===== src/rtl/mem_arbiter_pkg.sv =====
// Shared definitions for the two-port memory arbiter: FSM state encoding
// and the requester ID constants used by the top and the tie-break picker.
package mem_arbiter_pkg;

    typedef enum logic [1:0] {
        IDLE = 2'd0,
        REQ  = 2'd1,
        RESP = 2'd2
    } arb_state_t;

    localparam logic PORT_PTW  = 1'b0;
    localparam logic PORT_DATA = 1'b1;

endpackage


===== src/rtl/mem_arb_pick.sv =====
// Tie-break picker for the memory arbiter. Chooses which requester wins
// when the arbiter is idle.
// Configuration macro: MEM_ARB_RR_EN -- when defined, ties alternate away
// from the last granted port (round-robin); when undefined, port 0 always
// wins ties and last_grant is ignored.
module mem_arb_pick
    import mem_arbiter_pkg::*;
(
    input  logic p0_valid,
    input  logic p1_valid,
    input  logic last_grant,
    output logic winner
);

    // A lone requester always wins; only a tie consults the policy.
    always_comb begin
        winner = PORT_PTW;
        if (p0_valid && p1_valid) begin
`ifdef MEM_ARB_RR_EN
            winner = ~last_grant;
`else
            winner = PORT_PTW;
`endif
        end else if (p1_valid) begin
            winner = PORT_DATA;
        end
    end

`ifndef MEM_ARB_RR_EN
    logic unused_last_grant;
    assign unused_last_grant = last_grant;
`endif

endmodule


===== src/rtl/mem_arbiter.sv =====
// Two-port memory arbiter: the page-table walker (port 0) and the data
// side (port 1) share one memory with at most one outstanding transaction.
// Flow is IDLE (grant) -> REQ (issue to memory) -> RESP (route response).
// Configuration macro: MEM_ARB_RR_EN selects round-robin tie-breaking
// (see mem_arb_pick); without it port 0 has fixed priority.
module mem_arbiter
    import mem_arbiter_pkg::*;
#(
    parameter int ADDR_W = 32,
    parameter int DATA_W = 32
) (
    input  logic              clk,
    input  logic              rst,

    input  logic              p0_req_valid_i,
    output logic              p0_req_ready_o,
    input  logic [ADDR_W-1:0] p0_addr_i,
    output logic              p0_resp_valid_o,
    input  logic              p0_resp_ready_i,
    output logic [DATA_W-1:0] p0_data_o,

    input  logic              p1_req_valid_i,
    output logic              p1_req_ready_o,
    input  logic [ADDR_W-1:0] p1_addr_i,
    output logic              p1_resp_valid_o,
    input  logic              p1_resp_ready_i,
    output logic [DATA_W-1:0] p1_data_o,

    output logic              mem_req_valid_o,
    input  logic              mem_req_ready_i,
    output logic [ADDR_W-1:0] mem_addr_o,
    input  logic              mem_resp_valid_i,
    output logic              mem_resp_ready_o,
    input  logic [DATA_W-1:0] mem_data_i
);

    arb_state_t state;
    logic       owner;
    logic       last_grant;
    logic       winner;
    logic       any_valid;
    logic       in_idle;
    logic       in_resp;
    logic       owner_resp_ready;

    mem_arb_pick u_pick (
        .p0_valid   (p0_req_valid_i),
        .p1_valid   (p1_req_valid_i),
        .last_grant (last_grant),
        .winner     (winner)
    );

    assign any_valid        = p0_req_valid_i | p1_req_valid_i;
    assign in_idle          = (state == IDLE);
    assign in_resp          = (state == RESP);
    assign owner_resp_ready = (owner == PORT_DATA) ? p1_resp_ready_i : p0_resp_ready_i;

    // Grant handshake is combinational so the winner sees ready the same cycle.
    always_comb begin
        p0_req_ready_o = in_idle && p0_req_valid_i && (winner == PORT_PTW);
        p1_req_ready_o = in_idle && p1_req_valid_i && (winner == PORT_DATA);
    end

    // Response path: only the owner sees memory's valid, and memory only sees the owner's ready.
    always_comb begin
        p0_resp_valid_o  = in_resp && (owner == PORT_PTW)  && mem_resp_valid_i;
        p1_resp_valid_o  = in_resp && (owner == PORT_DATA) && mem_resp_valid_i;
        mem_resp_ready_o = in_resp && owner_resp_ready;
        p0_data_o        = mem_data_i;
        p1_data_o        = mem_data_i;
    end

    // Main FSM: latches the winner's address/ID, holds the memory request until accepted,
    // then waits (without timeout) for the owner to take the response.
    always_ff @(posedge clk) begin
        if (rst) begin
            state           <= IDLE;
            owner           <= PORT_PTW;
            last_grant      <= PORT_DATA;
            mem_addr_o      <= '0;
            mem_req_valid_o <= 1'b0;
        end else begin
            case (state)
                IDLE: begin
                    if (any_valid) begin
                        owner           <= winner;
                        mem_addr_o      <= (winner == PORT_DATA) ? p1_addr_i : p0_addr_i;
                        mem_req_valid_o <= 1'b1;
                        state           <= REQ;
                    end
                end
                REQ: begin
                    if (mem_req_ready_i) begin
                        mem_req_valid_o <= 1'b0;
                        state           <= RESP;
                    end
                end
                RESP: begin
                    if (mem_resp_valid_i && owner_resp_ready) begin
                        last_grant <= owner;
                        state      <= IDLE;
                    end
                end
                default: begin
                    mem_req_valid_o <= 1'b0;
                    state           <= IDLE;
                end
            endcase
        end
    end

endmodule


===== config.mk =====
export PLATFORM = sky130hd
export DESIGN_NAME = mem_arbiter
export DESIGN_NICKNAME = d
export VERILOG_FILES = /design/src/rtl/mem_arbiter_pkg.sv /design/src/rtl/mem_arb_pick.sv /design/src/rtl/mem_arbiter.sv
export SDC_FILE = /design/constraint.sdc
export NUM_CORES = 1
export LEC_CHECK = 0
export CAP_MARGIN = 10
export CORE_UTILIZATION = 34
export DETAILED_ROUTE_END_ITERATION = 16
export MAX_ROUTING_LAYER = met4
export PLACE_DENSITY = 0.92
export SLEW_MARGIN = 20
export SYNTH_ARGS = -nofsm -noshare
export SYNTH_HDL_FRONTEND = slang
export SYNTH_SLANG_ARGS = --single-unit

===== constraint.sdc =====
create_clock -name clk -period 2.7 [get_ports clk]
set_input_delay 0.54 -clock clk [delete_from_list [all_inputs] [get_ports clk]]
set_output_delay 0.54 -clock clk [all_outputs]
set_load 0.05 [all_outputs]

# [After elaboration in Yosys (flattened, before gate mapping)]
# Index checks and enable logic that the tools add are counted.
# Widths: inputs -> output; s select.
[word_totals] n_memories=0 wordCells=39 mem_bits_rw=0 rom_bits=0 latchBits=0 register_bits=36 out_inout_bits=102
[classes] n_reduce_logical=15 shifts=0 n_addsub=0 div_mod_pow=0 muxes=11 n_lt_le_gt_ge=0 n_mul=0 bitwise_logic=4 n_eq_ne=5
[ops] operator="$mux 32" count=1
[ops] operator="$logic_and 1x1->1" count=11
[ops] operator="$mux 2" count=3
[ops] operator="$pmux 2 s3" count=1
[ops] operator="$reduce_and 3->1" count=2
[ops] operator="$mux 1" count=5
[ops] operator="$ne 2x2->1 const B" count=2
[ops] operator="$not 1->1" count=3
[ops] operator="$pmux 1 s3" count=1
[ops] operator="$eq 2x1->1 const B" count=1
[ops] operator="$eq 2x2->1 const B" count=1
[ops] operator="$logic_not 2->1" count=1
[ops] operator="$ne 2x1->1 const B" count=1
[ops] operator="$reduce_and 2->1" count=1
[ops] operator="$or 1x1->1" count=1

# [Logic depth before layout (Yosys ltp)]
[logic_depth] depth_word=4 mapped_depth=6

# [Cells and area by module]
# Synthesis repeated with hierarchy kept, for this count alone.
[hier_totals] hier_cells=247 hier_area_um2=2396.0
[by_module_without_submodules] mod="mem_arbiter" seq_area_each_um2=740.7 area_each_um2=2382.3 n_inst=1 cells_per_inst=246
[by_module_without_submodules] mod="mem_arb_pick" seq_area_each_um2=0.0 area_each_um2=13.8 n_inst=1 cells_per_inst=1

# [Worst setup path after synthesis]
# Ideal clock, no wire load.
[synth_path] path_type="in2out" startpoint="input p0_req_valid_i" endpoint="output p1_req_ready_o" stages=4 n_path_buf=2 setup_slack_ps=116 arrival_ps=2044 t_required_ps=2160 cell_sequence="nand2b_1 buf_2 clkbuf_1 nor3_1"
[synth_via] elab_chain_len=3
[synth_rtl] item="start: declaration" line="mem_arbiter.sv:15" text="input logic p0_req_valid_i,"
[synth_rtl] item="$logic_and 1x1->1" line="mem_arb_pick.sv:18" text="if (p0_valid && p1_valid) begin"
[synth_rtl] item="$mux 1" line="mem_arb_pick.sv:18"
[synth_rtl] item="$logic_and 1x1->1" line="mem_arbiter.sv:61" text="p1_req_ready_o = in_idle && p1_req_valid_i && (winner == PORT_DATA);"
[synth_rtl] item="end: declaration" line="mem_arbiter.sv:23" text="output logic p1_req_ready_o,"
# Every way passes these cells.

# [Worst setup path in the final report]
# Ends and elaborated chain as after synthesis.

==> reports/results.txt <==
CTS tree - built
First-pass DRT Iterations - 12
Setup TNS - 0 ps
Vias - 1990
Routed Wire Length - 6.01 mm
Root buf cell - clkbuf_8
Die X - 84.9 um
Post-CTS Resized - 0
Largest net degree at the start of global routing - 33
Io pins - 206
Highest clock rate - 449 MHz
DRT iter0 DRCs - 88
CTS Buffer Depth - 2
Initial Util - 0.360
Final Max Tran Viols - 0
Final Skew - 3.76 ps
NetSw - 0.000659 W
Hold Vio Cnt, Final - 0
Sequential share of the synthesized area - 0.309
Num CTS Buffers - 5
First-pass GRT wire length - 10.0 mm
Die height - 84.9 um
Worst Setup Start Kind - primary input
Site Rows - 29
Final setup vio count - 0
Period utilization - 0.825
Filler cells - 620
Mapped Cells - 277
Failing checks - design-rule violations
Worst Min Path Start - mem_req_valid_o
Clock group share of total power - 0.209
Antenna cells - 0
Total track usage - 0.179
R2R setup slack - 810 ps
Relative slew slack - 0.560
CTS Hold Bufs - 0
Core area - 6490 um^2
Area of the multi-input gates - 1010 um^2
Post-DP HPWL - 4.40 mm
Reg clk slew, reported paths - 70 ps
Initial antenna violation count - 0
Leak - 1.11 nW
ANT nets after route - 0
Routability Congestion - 0.753
Max-cap violations - 0
Port Buffers - 109
Sw frac - 0.381
P_int - 0.00107 W
R2R Path End - mem_addr_o[13]
H-tree depth - 2
Status - complete, but fails checks
Vias per cell - 5.12
Mapped cell area - 2340 um^2
Final net count - 416
Setup Buffers After CTS - 0
Die area - 7210 um^2
Hold Path Sink - mem_req_valid_o
Reg power frac - 0.367
CP Class - in -> out
Mean Syn Cell Area - 8.43 um^2
Hold crit path type - reg -> reg
Grt ovf - 0
Yosys warnings - 0
CP Capture Type - output pin
Tmin final - 2230 ps
Clock Sinks - 36
CP arrival - 1690 ps
FF-to-FF path depth - 3
Clk Latency, worst-skew pair - 280 ps
FF-to-FF Start - state[1]
Number of global-route vias before repair - 2033
Reg area - 721 um^2
Pwr dens - 567 nW/um^2
Comb power frac - 0.424
Share of layout cells above drive strength 1 - 0.163
RSZ-0062 raised after global routing - no
#FFs+latches synth - 36
Hold Path Cell Cnt - 2
Critical path peak fanout - 4
WHS - 482 ps
Layout Cells excl Fill - 389
Post-DR wirelength/cell - 15.4 um
Placed Cells - 382
Req. time, crit path - 2160 ps
Post-synth cell types - 23
DRC - 11
P&R area growth vs syn - 30.6%
Synthesized Nets - 381
Actual slew at the worst max-slew pin - 659 ps
Worst vdd ir - 0.182 mV
## layer usage
layer,vias up,track usage,routed length (um)
met2,95,0.330,3140
met1,926,0.185,2290
met4,0,0.0616,118
li1,956,-,-
met5,-,-,0
met3,13,0.0457,463
## cell type report
| cell class | count | area share |
|---|---|---|
| clock buffer | 6 | 0.0238 |
| clock inverter | 1 | 0.00164 |
| inverter | 1 | 0.00123 |
| multi-input combinational | 153 | 0.331 |
| sequential | 36 | 0.236 |
| tap | 77 | 0.0316 |
| timing repair buffer | 115 | 0.375 |
## per-stage QoR
step / instance area [um^2] / total power (W) / worst slack, ps / util
after floorplan: 2340 / 0.00137 / 116 / -
after global placement: 2970 / 0.00137 / 536 / 0.458
after detailed placement: 2970 / 0.00138 / 470 / 0.458
after CTS: 3050 / 0.00175 / 463 / 0.470
after global routing: 3050 / 0.00182 / 366 / 0.470
final: 3050 / 0.00173 / 472 / 0.470
## flip-flops by register name, summed over array words and instances, names as in the netlist
| name | cells |
|---|---|
| mem_addr_o | 32 |
| mem_req_valid_o | 1 |
| owner | 1 |
| state | 2 |
## critical path, stage by stage
cell,delay [ps]
clkdlybuf4s50_1,460
nand2b_1,190
nor3_1,300
buf_12,190
## how the worst max path moves through the flow
stage	startpoint	to	slack, ps	depth (start not counted)
2_1_floorplan	p0_req_valid_i	p1_req_ready_o	120	4
3_3_place_gp	p0_req_valid_i	p1_req_ready_o	540	4
3_5_place_dp	p0_req_valid_i	p1_req_ready_o	470	4
4_1_cts	p0_req_valid_i	p1_req_ready_o	460	4
5_1_grt	p0_req_valid_i	p1_req_ready_o	370	4
6_report	p0_req_valid_i	p1_req_ready_o	470	4
## cells in the mapped netlist
cell	instances	area (um^2)
nand2_1	68	255
buf_4	64	480
a21oi_1	36	180
dfxtp_1	36	721
a311oi_2	30	450
clkbuf_1	12	45.0
buf_2	6	30.0
buf_6	4	45.0
nor2b_1	3	18.8
a311oi_1	2	17.5
nor2_1	2	7.51
nor3_1	2	10.0
o21ai_0	2	10.0
and2_1	1	6.26
and2_4	1	8.76
and3_1	1	6.26
buf_1	1	3.75
inv_1	1	3.75
mux2i_1	1	10.0
nand2b_1	1	6.26
nand3b_1	1	7.51
nor2_2	1	6.26
or2_0	1	6.26
## layout by cell type, fill, tap and decap left out, types with 2 or more instances in the layout
cell	n
a21oi_1	36
a311oi_1	2
a311oi_2	30
buf_12	2
buf_4	9
clkbuf_8	5
clkdlybuf4s50_1	103
dfxtp_1	36
nand2_1	68
nor2_1	2
nor2b_1	2
nor3_1	2
o21ai_0	2
## power groups by stage
stage          Clock, W  Combinational [W]  Sequential [W]
5_1_grt        0.000398           0.000779        0.000644
4_1_cts        0.000374           0.000739        0.000636
3_5_place_dp          0           0.000738        0.000647
2_1_floorplan         0           0.000516        0.000854
6_report       0.000361           0.000734        0.000636
3_3_place_gp          0           0.000726        0.000645
## cells by family (layout without fill, tap and decap cells)
kind of cell,count (synthesis),after routing,synth area share
compound gates,70,70,0.282
buf+inv,88,123,0.260
flops,36,36,0.309
mux,1,1,0.00429
simple gates,82,82,0.145
Note: power is estimated with default switching activity, not from simulation.
